### src/rtl/trace_ram_sequencer.sv
// trace_ram_sequencer: turns trace-control command strobes into trace RAM write/read/clear cycles
module trace_ram_sequencer #(
    parameter int ADDR_W     = 13,
    parameter int DATA_W     = 16,
    parameter int FULL_LEVEL = 8183
) (
    input  logic              clk_ref,
    input  logic              rst,
    input  logic              enable_i,
    input  logic              detect_data_i,
    input  logic [DATA_W-1:0] fp1_data_i,
    input  logic              w_addr_i,
    input  logic              r_addr_i,
    input  logic              write_test_data_i,
    input  logic              read_enable_i,
    input  logic              init_i,
    output logic              ram_we_o,
    output logic [ADDR_W-1:0] ram_waddr_o,
    output logic [DATA_W-1:0] ram_wdata_o,
    output logic              ram_re_o,
    output logic [ADDR_W-1:0] ram_raddr_o,
    input  logic [DATA_W-1:0] ram_rdata_i,
    output logic [DATA_W-1:0] rd_data_o,
    output logic              rd_valid_o,
    input  logic              rd_ready_i,
    output logic [ADDR_W-1:0] wptr_o,
    output logic              full_o,
    output logic              empty_o,
    output logic              overflow_o,
    output logic              busy_o
);
    localparam logic [ADDR_W-1:0] FULL_PTR = ADDR_W'(FULL_LEVEL);

    typedef enum logic [3:0] {
        IDLE, LD_WADDR, LD_RADDR, WRITE, RD_ISSUE, RD_WAIT, RD_HOLD, INIT, INIT_FIN
    } state_t;

    state_t            state_q, state_d;
    logic [4:0]        cmd_q, cmd_p_q, rise;
    logic [ADDR_W-1:0] wptr_q, wptr_d, rptr_q, rptr_d, cnt_q, cnt_d, waddr_q, waddr_d, rptr_inc;
    logic [DATA_W-1:0] wdata_q, wdata_d, rdata_q, rdata_d;
    logic              ovf_q, ovf_d, we_q, we_d;

    assign rise        = cmd_q & ~cmd_p_q;
    assign rptr_inc    = rptr_q + 1'b1;
    assign full_o      = wptr_q >= FULL_PTR;
    assign empty_o     = rptr_q == wptr_q;
    assign wptr_o      = wptr_q;
    assign overflow_o  = ovf_q;
    assign busy_o      = state_q != IDLE;
    assign ram_we_o    = we_q;
    assign ram_waddr_o = waddr_q;
    assign ram_wdata_o = wdata_q;
    assign ram_re_o    = state_q == RD_ISSUE;
    assign ram_raddr_o = rptr_q;
    assign rd_data_o   = rdata_q;
    assign rd_valid_o  = state_q == RD_HOLD;

    // Command levels are registered twice so a rise is seen for exactly one cycle
    always_ff @(posedge clk_ref or negedge rst) begin
        if (!rst) begin
            cmd_q   <= '0;
            cmd_p_q <= '0;
        end else begin
            cmd_q   <= {init_i, read_enable_i, write_test_data_i, r_addr_i, w_addr_i};
            cmd_p_q <= cmd_q;
        end
    end

    // State, pointers and the registered RAM write port
    always_ff @(posedge clk_ref or negedge rst) begin
        if (!rst) begin
            state_q <= IDLE;
            wptr_q  <= '0;
            rptr_q  <= '0;
            cnt_q   <= '0;
            ovf_q   <= 1'b0;
            we_q    <= 1'b0;
            waddr_q <= '0;
            wdata_q <= '0;
            rdata_q <= '0;
        end else begin
            state_q <= state_d;
            wptr_q  <= wptr_d;
            rptr_q  <= rptr_d;
            cnt_q   <= cnt_d;
            ovf_q   <= ovf_d;
            we_q    <= we_d;
            waddr_q <= waddr_d;
            wdata_q <= wdata_d;
            rdata_q <= rdata_d;
        end
    end

    // Command dispatch (init > w_addr > r_addr > read_enable > write_test_data) and per-state actions
    always_comb begin
        state_d = state_q;
        wptr_d  = wptr_q;
        rptr_d  = rptr_q;
        cnt_d   = cnt_q;
        ovf_d   = ovf_q;
        we_d    = 1'b0;
        waddr_d = waddr_q;
        wdata_d = wdata_q;
        rdata_d = rdata_q;
        case (state_q)
            IDLE: if (enable_i) begin
                if (rise[4]) begin
                    state_d = INIT;
                    cnt_d   = '0;
                end else if (rise[0]) state_d = LD_WADDR;
                else if (rise[1]) state_d = LD_RADDR;
                else if (rise[3]) state_d = empty_o ? IDLE : RD_ISSUE;
                else if (rise[2]) state_d = WRITE;
            end
            LD_WADDR: if (detect_data_i) begin
                wptr_d  = fp1_data_i[ADDR_W-1:0];
                state_d = IDLE;
            end
            LD_RADDR: if (detect_data_i) begin
                rptr_d  = fp1_data_i[ADDR_W-1:0];
                state_d = IDLE;
            end
            WRITE: begin
                if (detect_data_i && full_o) ovf_d = 1'b1;
                if (detect_data_i && !full_o) begin
                    we_d    = 1'b1;
                    waddr_d = wptr_q;
                    wdata_d = fp1_data_i;
                    wptr_d  = wptr_q + 1'b1;
                end
                if (!write_test_data_i) state_d = IDLE;
            end
            RD_ISSUE: state_d = read_enable_i ? RD_WAIT : IDLE;
            RD_WAIT: begin
                rdata_d = ram_rdata_i;
                state_d = read_enable_i ? RD_HOLD : IDLE;
            end
            RD_HOLD: begin
                if (!read_enable_i) state_d = IDLE;
                else if (rd_ready_i) begin
                    rptr_d  = rptr_inc;
                    state_d = (rptr_inc == wptr_q) ? IDLE : RD_ISSUE;
                end
            end
            INIT: begin
                we_d    = 1'b1;
                waddr_d = cnt_q;
                wdata_d = '0;
                cnt_d   = cnt_q + 1'b1;
                if (&cnt_q) state_d = INIT_FIN;
            end
            INIT_FIN: begin
                wptr_d  = '0;
                rptr_d  = '0;
                ovf_d   = 1'b0;
                state_d = IDLE;
            end
            default: state_d = IDLE;
        endcase
    end
endmodule

### config.mk
export PLATFORM = sky130hd
export DESIGN_NAME = trace_ram_sequencer
export DESIGN_NICKNAME = d
export VERILOG_FILES = /design/src/rtl/trace_ram_sequencer.sv
export SDC_FILE = /design/constraint.sdc
export NUM_CORES = 1
export LEC_CHECK = 0
export BUFFER_PORTS_ARGS = -buffer_cell sky130_fd_sc_hd__buf_2
export CAP_MARGIN = 20
export CORE_MARGIN = 4
export CORE_UTILIZATION = 59
export DETAILED_ROUTE_END_ITERATION = 8
export GPL_ROUTABILITY_DRIVEN = 0
export PLACE_DENSITY = 0.86
export SYNTH_ARGS = -nofsm -noshare
export SYNTH_HDL_FRONTEND = slang
export SYNTH_SLANG_ARGS = --single-unit
### constraint.sdc
create_clock -name clk_ref -period 3.75 [get_ports clk_ref]
set_input_delay 0.75 -clock clk_ref [delete_from_list [all_inputs] [get_ports clk_ref]]
set_output_delay 0.75 -clock clk_ref [all_outputs]
set_load 0.02 [all_outputs]
* Word-level counts from Yosys, hierarchy flattened
Cells that the tools add are included.
** Cells by class
- Shifts and indexed selects :: 0
- Muxes and demuxes :: 33
- Add/subtract/negate cells :: 3
- Reductions and logical operators :: 18
- $lt $le $gt $ge :: 1
- Bitwise logic cells :: 2
- Multipliers :: 0
- Div/mod/pow operators :: 0
- Equality and inequality tests :: 23
** Operators by type and width (count)
- 13-bit 2-to-1 mux :: 7
- 13-bit case mux with 3 select lines :: 2
- 13-bit case mux with 2 select lines :: 2
- 4-bit 2-to-1 mux :: 11
- 13-bit by 1-bit adder with 13-bit output (second input constant) :: 3
- 16-bit case mux with 2 select lines :: 1
- 4-bit case mux with 7 select lines :: 1
- 13-bit equality test :: 2
- 2-bit != test (second input constant) :: 9
- 4-bit by 3-bit equality test with 1-bit output (second input constant) :: 4
- 16-bit 2-to-1 mux :: 1
- 13-bit >= comparator (second input constant) :: 1
- 13-bit AND reduction :: 1
- 3-bit 2-to-1 mux :: 4
- 4-bit by 2-bit equality test with 1-bit output (second input constant) :: 2
- 6-bit != test (second input constant) :: 1
- 3-bit AND reduction :: 2
- 6-bit AND reduction :: 1
- 2-bit nonzero test :: 3
- 3-bit nonzero test :: 2
- 5-bit bitwise AND :: 1
- 5-bit inverter :: 1
- 4-bit by 1-bit equality test with 1-bit output (second input constant) :: 1
- 4-bit equality test (second input constant) :: 1
- other kinds (11) :: 16
** Word-level totals
- Bits in latches :: 0
- Output and inout bits :: 78
- Flip-flop bits (word level) :: 100
- Memories :: 0
- RAM bits :: 0
- Bits in read-only memories :: 0

* Longest topological paths before layout
Gate-level depths: netlist (run 1).
- Depth after elaboration :: 9
- Gate-level depth with buffers :: 10

* Least setup slack after synthesis (run 1)
No wires, ideal clock.
- Kind :: register to output
- Start point :: register wptr_q[1] (netlist: wptr_o[1])
- End point :: output empty_o
- Buffers on the path :: 1
- Path slack :: 1.314 ns
- Cell stages (with the launch flop) :: 6
- Data required time :: 3.000 ns
- Data arrival time :: 1.686 ns
- Path through :: dfrtp_1 > clkbuf_1 > xor2_1 > nor4_1 > nand4_1 > nor3_1
** On the way
- Word-level cells in the longest chain between the ends :: 1
** Ends and longest elaborated chain
- from (decl) :: line 40 : logic [ADDR_W-1:0] wptr_q, wptr_d, rptr_q, rptr_d, cnt_q, cnt_d, waddr_q, waddr_d, rptr_inc;
- from (signal assigned) :: line 84 : wptr_q <= wptr_d;
- 13-bit equality test :: line 47 : assign empty_o = rptr_q == wptr_q;
- to (decl) :: line 28 : output logic empty_o,
No other way between the ends.

* Worst setup path after layout (run 1)
- Start point :: register state_q[1]
- End point :: output rd_valid_o
** On the way
- Word-level cells in the longest chain between the ends :: 1
** Ends and longest elaborated chain
- from (decl) :: line 38 : state_t state_q, state_d;
- from (signal assigned) :: line 83 : state_q <= state_d;
- 4-bit by 3-bit equality test with 1-bit output :: line 57 : assign rd_valid_o = state_q == RD_HOLD;
- to (decl) :: line 24 : output logic rd_valid_o,
No other way between the ends.

==> impl_metrics.toml, run 1 <==
[global_route]
antenna_found_initial = 0
grt_pass1_vias = 4652
grt_pass1_wl_um = 23000
grt_start_max_net_pins = 72
track_usage = 0.282
grt-ovfl-total = 0

[synth]
synthSimpleGateAreaFrac = 0.216
synthCells = 578
yosysTopAreaCell = "dfrtp_1"
ys.flop_type = "dfrtp_1"
synth_cell_types = 59
synth_compound_gate_area_share = 0.164
ys_async_sr_fraction = 1.00
synth_seq_cells = 100
synthAdderAreaFrac = 0.00719
synth_top_area_share = 0.479
seq_area_frac_synth = 0.479
mappedNetlistNets = 623
synth_edf_count = 0
synth_top_family_by_area = "simple AND/OR/NAND/NOR gates"
synth_area_leaders = "dfrtp_1 (48%), nand2_1 (6.9%), a21oi_1 (4.9%), mux2_2 (4.1%), nand3_1 (3.9%)"
yosys_warnings = 0
synth.cell_area_um2 = 5220
syn_avg_cell_area_um2 = 9.03
synthMuxAreaShare = 0.0410
synth_xor_area_frac = 0.0470

[sta]
report.final.setup_viol = 0
worstMarginPinSlew_ps = 922
final-hold-violation-count = 0
rsz0062_at_grt = "false"
fin_crit_sh = 0.825
hold-worst-slack_ps = 372
setup_ws_ps = 658
period_needed_ps = 3090
fin_skew_ps = 15.6
slew_viol_final = 0
setup_tns_ps = 0
max_slew_margin = 0.385
max_freq_mhz = 323

[routing]
drc = 0
ant_nets = 0
wirelength_um = 14400
vias_per_cell = 6.19
drt_iter0_drc = 379
dr.pass1.iters = 6
wl_per_cell_um = 18.3
vias = 4883

[clock_tree]
cts_buffer_depth = 2
cts_resized = 0
cts_made_buffers = 9
cts_tree = "built"
path_clk_slew_ps = 90
cts.sinks = 100
h-tree-depth = 3
hold_buffers = 0
root_buffer = "clkbuf_8"
post_cts_buffers = 0
clkLatencyLatePin_ps = 380

[finish]
fin_nets = 721
fillerInstances = 687
final_common_cell = "buf_2"
final_cell_mix = "buf_2 (118), dfrtp_1 (100), nand2_1 (96)"
area_growth_syn_to_layout_pct = 15.0
antenna_cells = 0
fin_util = 0.692
drive_above_1_share = 0.256
final_cell_area_um2 = 6000

[die]
core-area_um2 = 8680
initial_utilization = 0.602
dieWidth_um = 102
die_y_um = 102
fp-row-count = 34
io_pins = 120
dieArea_um2 = 10400

[setup_path]
critical_path.max_fanout = 15
critical_path_class = "register to output pin"
cp-end-kind = "output pin"
critPathArrivalTime_ps = 2340
worst_ep_required_time_ps = 3000
critPathLaunchType = "register"

[place]
dpl_cell_area_um2 = 5810
portBuffers = 119
dp_hpwl_um = 10100
pre_cts_ws_ps = 1130

[power]
vdd_drop_max_v = 0.000476
power_per_cell_area_nw_per_um2 = 833
p_leak_uw = 0.00281

[min_path]
hold_path.class = "register to register"

[run_status]
status = "finished, final reports clean"

[flow_run]
cap_violations = 0
==> area by class of cell <==
cell class	instances	area (um^2)	area share
multi-input cells	427	2480	0.414
clock inverters	6	53.8	0.00896
clock buffers	10	138	0.0229
inverters	13	48.8	0.00813
well taps	108	135	0.0225
repair buffers	125	643	0.107
flip-flops and latches	100	2500	0.417
==> power by group <==
group | total, uW | switching (uW) | internal, uW
registers | 2050 | 558 | 1490
clock network | 675 | 404 | 271
logic | 2280 | 1390 | 884
==> layer usage <==
layer | vias up | track usage | share of wire
li1 | 2219 | - | -
met2 | 305 | 0.449 | 0.47
met5 | - | 0 | 0
met3 | 45 | 0.0478 | 0.10
met1 | 2314 | 0.379 | 0.40
met4 | 0 | 0.129 | 0.033
==> final timing paths <==
check,slack (ps),endpoint,cells past startpoint,start
setup / recovery,660,rd_valid_o,4,state_q[1]
hold / removal,370,cmd_p_q[3],0,cmd_q[3]
setup reg to reg,1120,ram_raddr_o[12],6,state_q[1]
hold reg to reg,370,cmd_p_q[3],0,cmd_q[3]
max in group asynchronous,2480,cmd_q[4],2,rst
min in group asynchronous,480,ram_raddr_o[2],1,rst
==> metrics by stage <==
| step | total power (uW) | std cells |
|---|---|---|
| after CTS | 4980 | 789 |
| after detailed placement | 4290 | 773 |
| final | 5000 | 789 |
| after global routing | 5310 | 789 |
| after floorplan | 3540 | 578 |
| after global placement | 4190 | 773 |
==> registers in the layout (all words and copies together) (netlist names) <==
register / flops
cmd_p_q: 5
cmd_q: 5
cnt_q: 13
overflow_o: 1
ram_raddr_o: 13
ram_waddr_o: 13
ram_wdata_o: 16
ram_we_o: 1
rd_data_o: 16
state_q: 4
wptr_o: 13
==> cells by family (layout without fill, tap and decap cells) <==
kind of cell | after synthesis | in the layout
xor gates and xnor gates | 28 | 28
AOI/OAI and AO/OA | 136 | 136
adders and majority gates | 3 | 3
muxes | 19 | 19
buffers and inverters | 51 | 154
and+or+nand+nor | 241 | 241
DFF | 100 | 100
==> worst max-delay path, stage by stage, from the launching register on <==
cell and delay [ps]:
dfrtp_1 590, inv_1 160, or3_1 650, inv_2 340
buf_2 230
==> cells in the mapped netlist (all sizes together) (7+ instances only) <==
library cell  number
nor2              46
clkbuf            25
a21oi             52
buf               13
inv               13
nand3             42
xnor2             12
dfrtp            100
nor3              10
nand2             96
nor2b              7
o21ai             29
xor2              16
and3               9
mux2              19
(Power assumes the default switching activity.)
==> run 2: changes to the inputs <==
Settings changed: CORE_UTILIZATION 59 to 54, PLACE_DENSITY 0.86 to 0.8.
Clock period 3.75 ns to 3.13 ns, I/O delays scaled along.
==> run 2 against run 1 <==
Net effect: critical path type unchanged; core utilization decreased by 4.4 points; critical endpoint unchanged; wire length decreased by 2.1%; die area increased by 8.5%; largest cell class unchanged.
==> impl_metrics.toml, run 2 (same netlist as run 1, synthesis figures left out) <==
[run_status]
status = "finished, final reports clean"

[place]
dpl.cell_count = 794
portBuffers = 119
pre_cts_ws_ps = 658
dpl_cell_area_um2 = 5850
dp_hpwl_um = 10300

[setup_path]
critPathMaxStageDelay_ps = 630
crit_end = "rd_valid_o"
reg2reg_to = "state_q[2]"
critPathArrivalTime_ps = 2250
worst_ep_required_time_ps = 2500
cp-end-kind = "output pin"
critPathLaunchType = "register"
critical_path.max_fanout = 15
timing.rr.start = "ram_raddr_o[0]"
critical_path_class = "register to output pin"
reg2reg_slack_ps = 600
cpMaxStageDelayCell = "or3_1"
startpoint = "state_q[1]"
worstPathCellList = "inv_1, or3_1, inv_2, buf_2"
r2r_cells = 7

[routing]
vias = 4829
dr.pass1.iters = 5
drt_iter0_drc = 429
drc = 0
vias_per_cell = 5.96
wl_per_cell_um = 17.5
ant_nets = 0
wirelength_um = 14100

[finish]
final_common_cell = "buf_2"
area_growth_syn_to_layout_pct = 15.6
fin_nets = 721
final_cell_mix = "buf_2 (118), dfrtp_1 (100), nand2_1 (96)"
layout.cells.non_filler = 810
final_cell_area_um2 = 6040
antenna_cells = 0
drive_above_1_share = 0.254
fillerInstances = 796

[global_route]
grt_pass1_vias = 4731
grt_pass1_wl_um = 23500
grt_start_max_net_pins = 60
antenna_found_initial = 0
grt-ovfl-total = 0
track_usage = 0.258

[sta]
max_freq_mhz = 348
period_needed_ps = 2870
final-hold-violation-count = 0
fin_skew_ps = 15.7
fin_crit_sh = 0.917
report.final.setup_viol = 0
setup_tns_ps = 0
max_slew_margin = 0.472
hold-worst-slack_ps = 212
worstMarginPinSlew_ps = 791
rsz0062_at_grt = "false"
slew_viol_final = 0
setup_ws_ps = 259

[clock_tree]
clkLatencyLatePin_ps = 380
cts_resized = 0
post_cts_buffers = 0
cts_made_buffers = 9
h-tree-depth = 3
cts.sinks = 100
cts_buffer_depth = 2
path_clk_slew_ps = 100
root_buffer = "clkbuf_8"
cts_tree = "built"
hold_buffers = 0

[power]
vdd_drop_max_v = 0.000522
p_leak_uw = 0.00280
power_per_cell_area_nw_per_um2 = 984

[flow_run]
cap_violations = 0

[die]
initial_utilization = 0.560
io_pins = 120
dieArea_um2 = 11300
fp-row-count = 35
dieWidth_um = 106
core-area_um2 = 9330
die_y_um = 106

[min_path]
hold_path.class = "input port to async pin"
run 2: cell count changes in the layout (fill, tap and decap cells not counted), sizes merged:
cell,delta
clkinv,+1
inv,-2
clkinvlp,+1
run 2: layer usage:
layer | GRT usage | wire length, um | vias up | share of wire
li1 | - | - | 2219 | -
met1 | 0.352 | 5770 | 2287 | 0.41
met2 | 0.401 | 6600 | 281 | 0.47
met3 | 0.0510 | 1380 | 42 | 0.097
met4 | 0.108 | 387 | 0 | 0.027
met5 | 0 | 0 | - | 0
run 2: layout make-up:
cell class,count,area [um^2],share of cell area
Clock inverter,6,60.1,0.00995
Inverter,13,48.8,0.00808
Tap cell,129,161,0.0267
Sequential cell,100,2500,0.414
Multi-Input combinational cell,427,2480,0.411
Timing Repair Buffer,125,656,0.109
Clock buffer,10,128,0.0211
run 2: worst min-delay path by stage:
stage / end / slack [ps] / cells past startpoint
detailed placement: cmd_p_q[4] / 360 / 0
finish: ram_raddr_o[7] / 210 / 1
CTS: ram_raddr_o[7] / 230 / 1
global placement: cmd_p_q[3] / 360 / 0
global route: ram_raddr_o[7] / 250 / 1
floorplan: cmd_p_q[0] / 330 / 0
run 2: per-stage QoR:
step           total power, uW  utilization
3_5_place_dp              5120        0.627
5_1_grt                   6350        0.647
2_1_floorplan             4240            -
6_report                  5940        0.647
4_1_cts                   5950        0.647
3_3_place_gp              5040        0.627
run 2: critical path, delay by kind of cell (launching register included):
family | cells | cell delay (ps)
flip-flops | 1 | 570
buffers and inverters | 3 | 680
AND/OR/NAND/NOR | 1 | 630
run 2: power breakdown:
part           internal, uW  total [uW]  switching, uW
clock network           304         788            484
registers              1780        2440            652
logic                  1060        2710           1650
